File: src/rtl/mac_accumulator.sv
// Block multiply-accumulate stage: sums a programmable number of signed products
// with saturation, then holds the result until downstream accepts it.
module mac_accumulator #(
  parameter int PW = 24,
  parameter int AW = 28,
  parameter int LW = 8
) (
  input  logic          clk,
  input  logic          rst_n,
  input  logic          prod_valid,
  input  logic [PW-1:0] prod_data,
  output logic          prod_ready,
  input  logic [LW-1:0] len,
  output logic          out_valid,
  input  logic          out_ready,
  output logic [AW-1:0] out_data,
  output logic          out_sat,
  output logic          busy
);

  typedef enum logic [1:0] {
    IDLE  = 2'd0,
    ACCUM = 2'd1,
    HOLD  = 2'd2
  } state_t;

  localparam logic [AW-1:0] ACC_MAX = {1'b0, {(AW-1){1'b1}}};
  localparam logic [AW-1:0] ACC_MIN = {1'b1, {(AW-1){1'b0}}};

  state_t        state, state_nxt;
  logic [AW-1:0] acc, acc_nxt;
  logic [LW-1:0] cnt, cnt_nxt;
  logic [LW-1:0] len_q, len_nxt;
  logic          sat, sat_nxt;

  logic          in_xfer;
  logic          out_xfer;
  logic [AW-1:0] prod_ext;
  logic [AW:0]   sum;
  logic          sum_ovf;
  logic [AW-1:0] sum_sat;
  logic [LW-1:0] cnt_inc;

  assign in_xfer  = prod_valid & prod_ready;
  assign out_xfer = out_valid & out_ready;
  assign prod_ext = {{(AW-PW){prod_data[PW-1]}}, prod_data};
  assign cnt_inc  = cnt + LW'(1);

  // One guard bit: the top two sum bits disagree exactly when the true result
  // falls outside the AW-bit signed range, and the guard bit gives its sign.
  assign sum     = {acc[AW-1], acc} + {prod_ext[AW-1], prod_ext};
  assign sum_ovf = sum[AW] ^ sum[AW-1];
  assign sum_sat = !sum_ovf ? sum[AW-1:0] : (sum[AW] ? ACC_MIN : ACC_MAX);

  always_ff @(posedge clk) begin
    if (!rst_n) begin
      state <= IDLE;
      acc   <= '0;
      cnt   <= '0;
      len_q <= '0;
      sat   <= 1'b0;
    end else begin
      state <= state_nxt;
      acc   <= acc_nxt;
      cnt   <= cnt_nxt;
      len_q <= len_nxt;
      sat   <= sat_nxt;
    end
  end

  // len of 0 or 1 both mean a single-product block and go straight to HOLD.
  always_comb begin
    state_nxt = state;
    acc_nxt   = acc;
    cnt_nxt   = cnt;
    len_nxt   = len_q;
    sat_nxt   = sat;
    case (state)
      IDLE: begin
        if (in_xfer) begin
          acc_nxt   = prod_ext;
          cnt_nxt   = LW'(1);
          sat_nxt   = 1'b0;
          len_nxt   = len;
          state_nxt = (len <= LW'(1)) ? HOLD : ACCUM;
        end
      end
      ACCUM: begin
        if (in_xfer) begin
          acc_nxt = sum_sat;
          sat_nxt = sat | sum_ovf;
          cnt_nxt = cnt_inc;
          if (cnt_inc == len_q) state_nxt = HOLD;
        end
      end
      HOLD: begin
        if (out_xfer) state_nxt = IDLE;
      end
      default: state_nxt = IDLE;
    endcase
  end

  assign prod_ready = (state != HOLD);
  assign out_valid  = (state == HOLD);
  assign busy       = (state != IDLE);
  assign out_data   = acc;
  assign out_sat    = sat;

endmodule

File: config.mk
export PLATFORM = sky130hd
export DESIGN_NAME = mac_accumulator
export DESIGN_NICKNAME = d
export VERILOG_FILES = /design/src/rtl/mac_accumulator.sv
export SDC_FILE = /design/constraint.sdc
export NUM_CORES = 1
export LEC_CHECK = 0
export CORE_MARGIN = 4
export CORE_UTILIZATION = 54
export DETAILED_ROUTE_END_ITERATION = 16
export GPL_ROUTABILITY_DRIVEN = 0
export PLACE_DENSITY = 0.82
export SLEW_MARGIN = 30
export SYNTH_ARGS = -nofsm -noshare
export SYNTH_HDL_FRONTEND = slang
export SYNTH_SLANG_ARGS = --single-unit
File: constraint.sdc
create_clock -name clk -period 3.85 [get_ports clk]
set_input_delay 0.77 -clock clk [delete_from_list [all_inputs] [get_ports clk]]
set_output_delay 0.77 -clock clk [all_outputs]
set_load 0.05 [all_outputs]
# == After elaboration in Yosys (flattened, before gate mapping) ==
# Index checks and enable logic that the tools add are counted.
# totals
latch_bits,0
mem_bits_rw,0
out_inout_bits,32
memories,0
regBits,47
elab_cells,43
mem_bits_ro,0
in_bits,36
# op_classes
n_addsub,2
n_reduce_logical,6
shift,0
muxes,17
eq_ne,8
div,0
mul,0
magnitude_cmp,1
n_bitwise,4
# ops
operator,count
28-bit 2-to-1 mux,4
28-bit one-hot mux with 2 select lines,1
28-bit by 24-bit adder with 29-bit output,1
8-bit 2-to-1 mux,2
8-bit one-hot mux with 2 select lines,1
2-bit 2-to-1 mux,5
8-bit by 1-bit adder with 8-bit output (second input constant),1
8-bit equality test,1
8-bit by 1-bit less-or-equal comparator with 1-bit output (second input constant),1
2-bit inequality test (second input constant),4
2-bit one-hot mux with 3 select lines,1
4-bit AND reduction,1
2-bit nonzero test,2
3-bit AND reduction,1
1-bit AND,2
2-bit by 1-bit equality test with 1-bit output (second input constant),1
2-bit equality test (second input constant),1
2-bit zero test,1
1-bit 2-to-1 mux,2
2-bit by 1-bit inequality test with 1-bit output (second input constant),1
1-bit one-hot mux with 2 select lines,1
2-bit AND reduction,1
1-bit bitwise OR,1
1-bit bitwise XOR,1

# == Depth between registers and ports, before layout ==
# Gate-level depths: netlist (run 1).
# depth
word_depth,5
ltp_mapped,12
depth_no_buf,11

# == Least setup slack after synthesis (run 1) ==
# No wires, ideal clock.
# synth_timing
path_kind,input port to flip-flop
startpoint,input port prod_data[12]
endpoint,register acc[26] (netlist: out_data[26])
cell_stages,10
setup_ps,122
t_required_ps,3728
slack_ps,682
arrival_ps,3046
cell_sequence,ha_1 -> and2_4 -> buf_6 -> a211o_1 -> a311o_1 -> a2111o_1 -> nand4_4 -> o21ai_4 -> nor2b_4 -> a221o_1
# synth_via
elab_chain_len,5
elab_cells_between_ends,6
cone_classes,1 x add/sub; 4 x mux; 1 x bitwise
# synth_lines
element,line,source
start: declaration,11,"input logic [PW-1:0] prod_data,"
28-bit by 24-bit adder with 29-bit output (*),51,"assign sum = {acc[AW-1], acc} + {prod_ext[AW-1], prod_ext};"
28-bit 2-to-1 mux / 1-bit bitwise XOR (equally long branches),"53, 52",
28-bit 2-to-1 mux (*),53,assign sum_sat = !sum_ovf ? sum[AW-1:0] : (sum[AW] ? ACC_MIN : ACC_MAX);
28-bit 2-to-1 mux (*),89,if (in_xfer) begin
28-bit one-hot mux with 2 select lines (*),78,case (state)
end signal: assignment,64,acc <= acc_nxt;
end: declaration,31,"logic [AW-1:0] acc, acc_nxt;"
# Mark *: on every way between the ends. The rest lies on a longest branch, timed or not. The select of a mux whose other input is x is not followed.
# A chain may end at the register's enable or synchronous reset.

# == Worst setup path after layout (run 1) ==
# layout_timing
startpoint,input port prod_data[1]
endpoint,register acc[25] (netlist: out_data[25])
# The elaborated chain is that of the path after synthesis.

==> run metrics, run 1 <==
status completed; setup violators final 0; Layout area overhead 23.3%; CP Cell Sequence clkdlybuf4s50_1, ha_1, a211oi_1, o211ai_1, a31oi_1, a21oi_1, o311ai_0, buf_4, nand3_1, a31oi_1, o21ai_0; top post-synthesis cells by count nand2_1, o21ai_0, a21oi_1, dfxtp_1, ha_1; Final Hold Viols 0; HPWL after detailed placement 7840 µm; Antenna Nets Post-Route 0; Slew headroom 57.9%; delay-heaviest family, CP compound AO/OA/AOI/OAI gates; fraction of layout cells with a size suffix above 1 under 10%; Max H-tree Level 2; Data arrival, critical path 3680 ps; Clock Latency Late Sink between 300 and 400 ps; Synth warnings 0; Net Switching slightly above 0.0008 W; diode count 0; Bufs on Longest Clock Path 2; area share of fa/ha/maj cells after synthesis between 10% and 20%; post-synthesis cell count 516; number of global-route vias before repair around 3800; post-synthesis mux area share 0.264%; Crit-path slowest cell o311ai_0; post-synthesis area per instance ~7.3 µm²; CTS clock-pin slew for the worst setup and hold paths 90 ps; Remaining Overflow, GRT 0; highest achievable clock rate 285 MHz; via count 4069; DR WL/cell around 16 µm; DIE WIDTH just over 90 µm; total wire length 10500 µm; # resized after CTS 0; Max stage delay on crit path approximately 520 ps; Reg power frac roughly 31%; area fraction in compound gates after synthesis 30.6%; Cell Area, Synth ~3800 µm²; setup TNS 0 ps; Die Span Y 91.8 µm; port bufs 67; simple-gate area share of the yosys netlist 22.2%; TritonRoute pass-1 iters 5; most frequent cell after synthesis nand2_1; CP max FO 5; Worst VDD drop between 0.0003 and 0.0004 V; CTS tree built; largest family of logic cells by synthesized area compound AO/OA/AOI/OAI gates; Synthesized Nets 582; worst slew pin tran approximately 630 ps; die footprint 8430 µm²; top-area cell type share of the netlist area 24.8%; Synth Flop Type dfxtp_1; register area share after synthesis 24.8%; Tmin final 3510 ps; Synth Register Bits 47; Tcrit/Tclk final 91.1%; final net count approximately 650; total CTS buffers 5; Cells after DPL 668; Setup Skew 9.25 ps; R2R Setup Slk about 900 ps; EDFF count, synth 0; Post-CTS Hold Buffers 0; initial core utilization a little under three fifths; cell internal pwr 0.00103 W; Core ar. 6790 µm²; Worst Setup Start Kind input pin; pwr/cell area around 400 nW/µm²; Root Buffer Master clkbuf_8; Final Non-Filler Cells 676; global-route wire length before repair approximately 17000 µm; GRT Resource Usage Total 24.4%; required time worst endpoint 4030 ps; Worst Setup End Kind flip-flop; Cell Rows 30; max cap viols 0; IO Pins 68; Buf/Inv on CP 2; initial antenna violation count 0; Netlist cell types 58; max-slew violations 0; vias per inst 6.02; Synth area leaders dfxtp_1, ha_1, o21ai_0, a21oi_1, nand2_1; switching portion of total power 44.4%; Worst path most repeated cell a31oi_1; Clock power frac between 10% and 20%; leakage 1.85 nW; largest net degree at the start of global routing 34; DRC viols 0; # clock sinks between 40 and 50; Post-synth ARST share 0%; Hold Path Class flip-flop to flip-flop; area leader, netlist dfxtp_1; post-synthesis xor/xnor area fraction 8.09%; Starting DRT DRC Count 270; combinational share of power 52.0%; Post-CTS Setup Bufs 0; kind of critical path input pin to flip-flop; RSZ-0062 raised after global routing no
-- cells by family after synthesis --
| kind of cell | Yosys count |
|---|---|
| xor+xnor | 35 |
| mux | 1 |
| simple gates | 176 |
| fa+ha+maj | 30 |
| flops | 47 |
| compound gates | 191 |
| buf+inv | 36 |
-- flip-flops by register name (all words and copies together), names as in the netlist --
register,flops
cnt,8
len_q,8
out_data,28
out_sat,1
state,2
-- layer usage --
layer | track usage (%) | vias up | wire length [µm] | share of wire [%]
met2 | 43.1 | 164 | 5120 | 49
met1 | 28.7 | 1885 | 4340 | 41
met4 | 9.65 | 0 | 260 | 2.5
li1 | - | 1991 | - | -
met5 | 0 | - | 0 | 0
met3 | 4.92 | 29 | 753 | 7.2
-- tightest hold or removal path: stages (launching register included) --
cell and delay (ps):
dfxtp_1 340, nand2_1 60, o21ai_1 50
-- power groups by stage --
stage	combinational [W]	clock (W)	sequential (W)
after floorplan	0.000547	0	0.000706
after global routing	0.00104	0.000341	0.000580
after global placement	0.000930	0	0.000583
after CTS	0.000952	0.000321	0.000574
final	0.000966	0.000319	0.000574
after detailed placement	0.000945	0	0.000585
-- final cells by class --
cell class,instances,area (µm²)
clock inverters,2,17.5
inverters,10,37.5
flip-flops and latches,47,941
well taps,96,120
multi-input cells,433,2700
repair buffers,82,783
fillers,573,2120
clock buffers,6,72.6
-- metrics by stage --
stage | total power [W] | hold slack [ps] | instance area, µm² | utilization, % | worst slack, ps
detailed placement | 0.00153 | 465 | 4580 | 67.5 | 92.5
CTS | 0.00185 | 478 | 4670 | 68.8 | 405
finish | 0.00186 | 477 | 4670 | 68.8 | 343
floorplan | 0.00125 | 455 | 3790 | - | 682
global route | 0.00196 | 500 | 4670 | 68.8 | 166
global placement | 0.00151 | 457 | 4580 | 67.5 | 172
-- worst paths after layout --
| check | end | from | depth (start not counted) |
|---|---|---|---|
| worst min-delay path | out_data[15] | out_data[15] | 2 |
| worst min register to register | out_data[15] | out_data[15] | 2 |
| worst max-delay path | out_data[25] | prod_data[1] | 11 |
| worst max register to register | out_data[25] | out_data[1] | 10 |
-- cells in the final DEF (no fill, tap or decap), types with 3 or more instances in the layout --
cell	count
o21a_1	3
buf_4	15
a21oi_1	61
o22ai_1	3
dfxtp_1	47
xnor2_1	23
and3_1	3
or3_1	3
o21ai_0	64
nand2_1	79
clkbuf_8	5
xor2_1	12
a31oi_1	6
nor2_1	27
a21boi_0	10
nor3_1	9
clkdlybuf4s50_1	67
inv_1	10
and2_1	7
o21ai_1	3
o31ai_1	3
nand2b_1	5
o211ai_1	5
o21bai_1	4
nor2b_1	11
nand3_1	14
nand4_1	7
ha_1	29
a21o_1	5
(Power assumes the default switching activity.)
==> run 2: changes to the inputs <==
CORE_UTILIZATION = 51   (was 54)
CTS_CLUSTER_DIAMETER = 120   (was default)
PLACE_DENSITY = 0.78   (was 0.82)
RECOVER_POWER = 50   (was default)
==> run metrics, run 2 (synthesis gave the netlist of run 1 again) <==
Max H-tree Level 2; max-slew violations 0; final net count 644; Worst Setup Start Kind input pin; DIE WIDTH 94.2 µm; initial antenna violation count 0; global-route wire length before repair 17400 µm; Buf/Inv on CP 2; Post-CTS Hold Buffers 0; kind of critical path input pin to flip-flop; commonest cells after routing, fill and taps aside nand2_1, o21ai_0, a21oi_1; R2R Setup Slk 830 ps; Die Span Y 94.2 µm; R2R depth 11; commonest non-fill, non-tap cell in the layout nand2_1; Hold Path Class flip-flop to flip-flop; DP Worst Slack about 67 ps; required time worst endpoint 4060 ps; via count 4065; port bufs 67; Data arrival, critical path 3810 ps; Tcrit/Tclk final 93.5%; # clock sinks 47; RSZ-0062 raised after global routing no; Worst path most repeated cell o21ai_0; leakage approximately 1.9 nW; pwr/cell area roughly 400 nW/µm²; CTS clock-pin slew for the worst setup and hold paths 110 ps; Clock Latency Late Sink 320 ps; vias per inst 6.00; GRT Resource Usage Total 24.0%; hold_sp out_data[15]; CTS tree built; Worst VDD drop 0.000237 V; worst hold stages 2; reg2reg end out_data[26]; Bufs on Longest Clock Path 2; highest achievable clock rate 278 MHz; die footprint slightly below 9000 µm²; total CTS buffers 5; Slew headroom 52.5%; DRC viols 0; Starting DRT DRC Count between 200 and 250; number of global-route vias before repair 3859; initial core utilization 52.3%; HPWL after detailed placement around 7800 µm; Remaining Overflow, GRT 0; setup TNS 0 ps; Cells after DPL 670; Cell Rows 31; max cap viols 0; post-layout util 64.6%; Crit-path slowest cell clkdlybuf4s50_1; R2R Path Start out_data[0]; worst slew pin tran 705 ps; status completed; Core ar. approximately 7300 µm²; Final Hold Viols 0; Final Non-Filler Cells roughly 680; Setup Skew 8.01 ps; Antenna Nets Post-Route 0; Max stage delay on crit path 440 ps; worst hold endpoint out_data[15]; delay-heaviest family, CP compound AO/OA/AOI/OAI gates; TritonRoute pass-1 iters 5; Root Buffer Master clkbuf_8; diode count 0; total wire length 10600 µm; max reg flops 28; Worst Setup End Kind flip-flop; CP Cell Sequence clkdlybuf4s50_1, ha_1, inv_1, fa_1, nor2b_1, o2111a_1, o31ai_1, a21oi_1, o21ai_0, o21ai_0, xor2_1, a221o_1; CP max FO 3; DR WL/cell between 15 and 20 µm; largest net degree at the start of global routing 26; final worst slack 249 ps; Hold WS roughly 470 ps; setup violators final 0; Tmin final 3600 ps; Layout area overhead 23.5%; IO Pins 68; fraction of layout cells with a size suffix above 1 under 10%
==> run 2: how the worst max path moves through the flow <==
stage / from / endpoint / slack (ps) / cells past startpoint
after floorplan: prod_data[12] / out_data[26] / 680 / 10
after global placement: prod_data[0] / out_data[26] / 80 / 12
after detailed placement: prod_data[4] / out_data[25] / 70 / 11
after CTS: prod_data[0] / out_data[26] / 380 / 12
after global routing: prod_data[23] / out_data[10] / 90 / 11
final: prod_data[0] / out_data[26] / 250 / 12
==> run 2: worst min-delay path, cell delays in order, from the launching register on <==
cell and delay (ps):
dfxtp_1 340, nand2_1 50, o21ai_1 50
==> run 2: report_power, final <==
part / switching (W) / internal, W / leakage, nW
logic: 0.000590 / 0.000355 / 1.46
registers: 0.0000432 / 0.000534 / 0.386
clock network: 0.000214 / 0.000140 / 0.0526
total: 0.000847 / 0.00103 / 1.90
==> run 2: layout make-up <==
| type | count | area, µm² |
|---|---|---|
| clock buffer | 5 | 68.8 |
| clock inverter | 3 | 31.3 |
| fill | 684 | 2570 |
| inverter | 10 | 37.5 |
| multi-input combinational | 433 | 2710 |
| sequential | 47 | 941 |
| tap | 99 | 124 |
| timing repair buffer | 81 | 772 |
==> run 2: timing repair <==
action                     CTS  global route
gates resized for setup      0             1
setup endpoints to repair    0             3
setup buffers                0             0
==> run 2: per-stage QoR <==
stage	instance area, µm²	total power [W]
4_1_cts	4680	0.00188
6_report	4680	0.00188
3_5_place_dp	4580	0.00152
2_1_floorplan	3790	0.00125
5_1_grt	4680	0.00198
3_3_place_gp	4580	0.00151
==> run 2: layer usage <==
layer	share of wire, %	GRT usage, %
met5	0	0
met4	3.0	10.2
met3	6.1	3.29
met2	49	42.3
met1	42	28.9
==> run 3: changes to the inputs <==
HOLD_SLACK_MARGIN = 0.05   (was default)
==> results of run 3 <==
Final layout, timing and power as in run 2 (identical DEF).
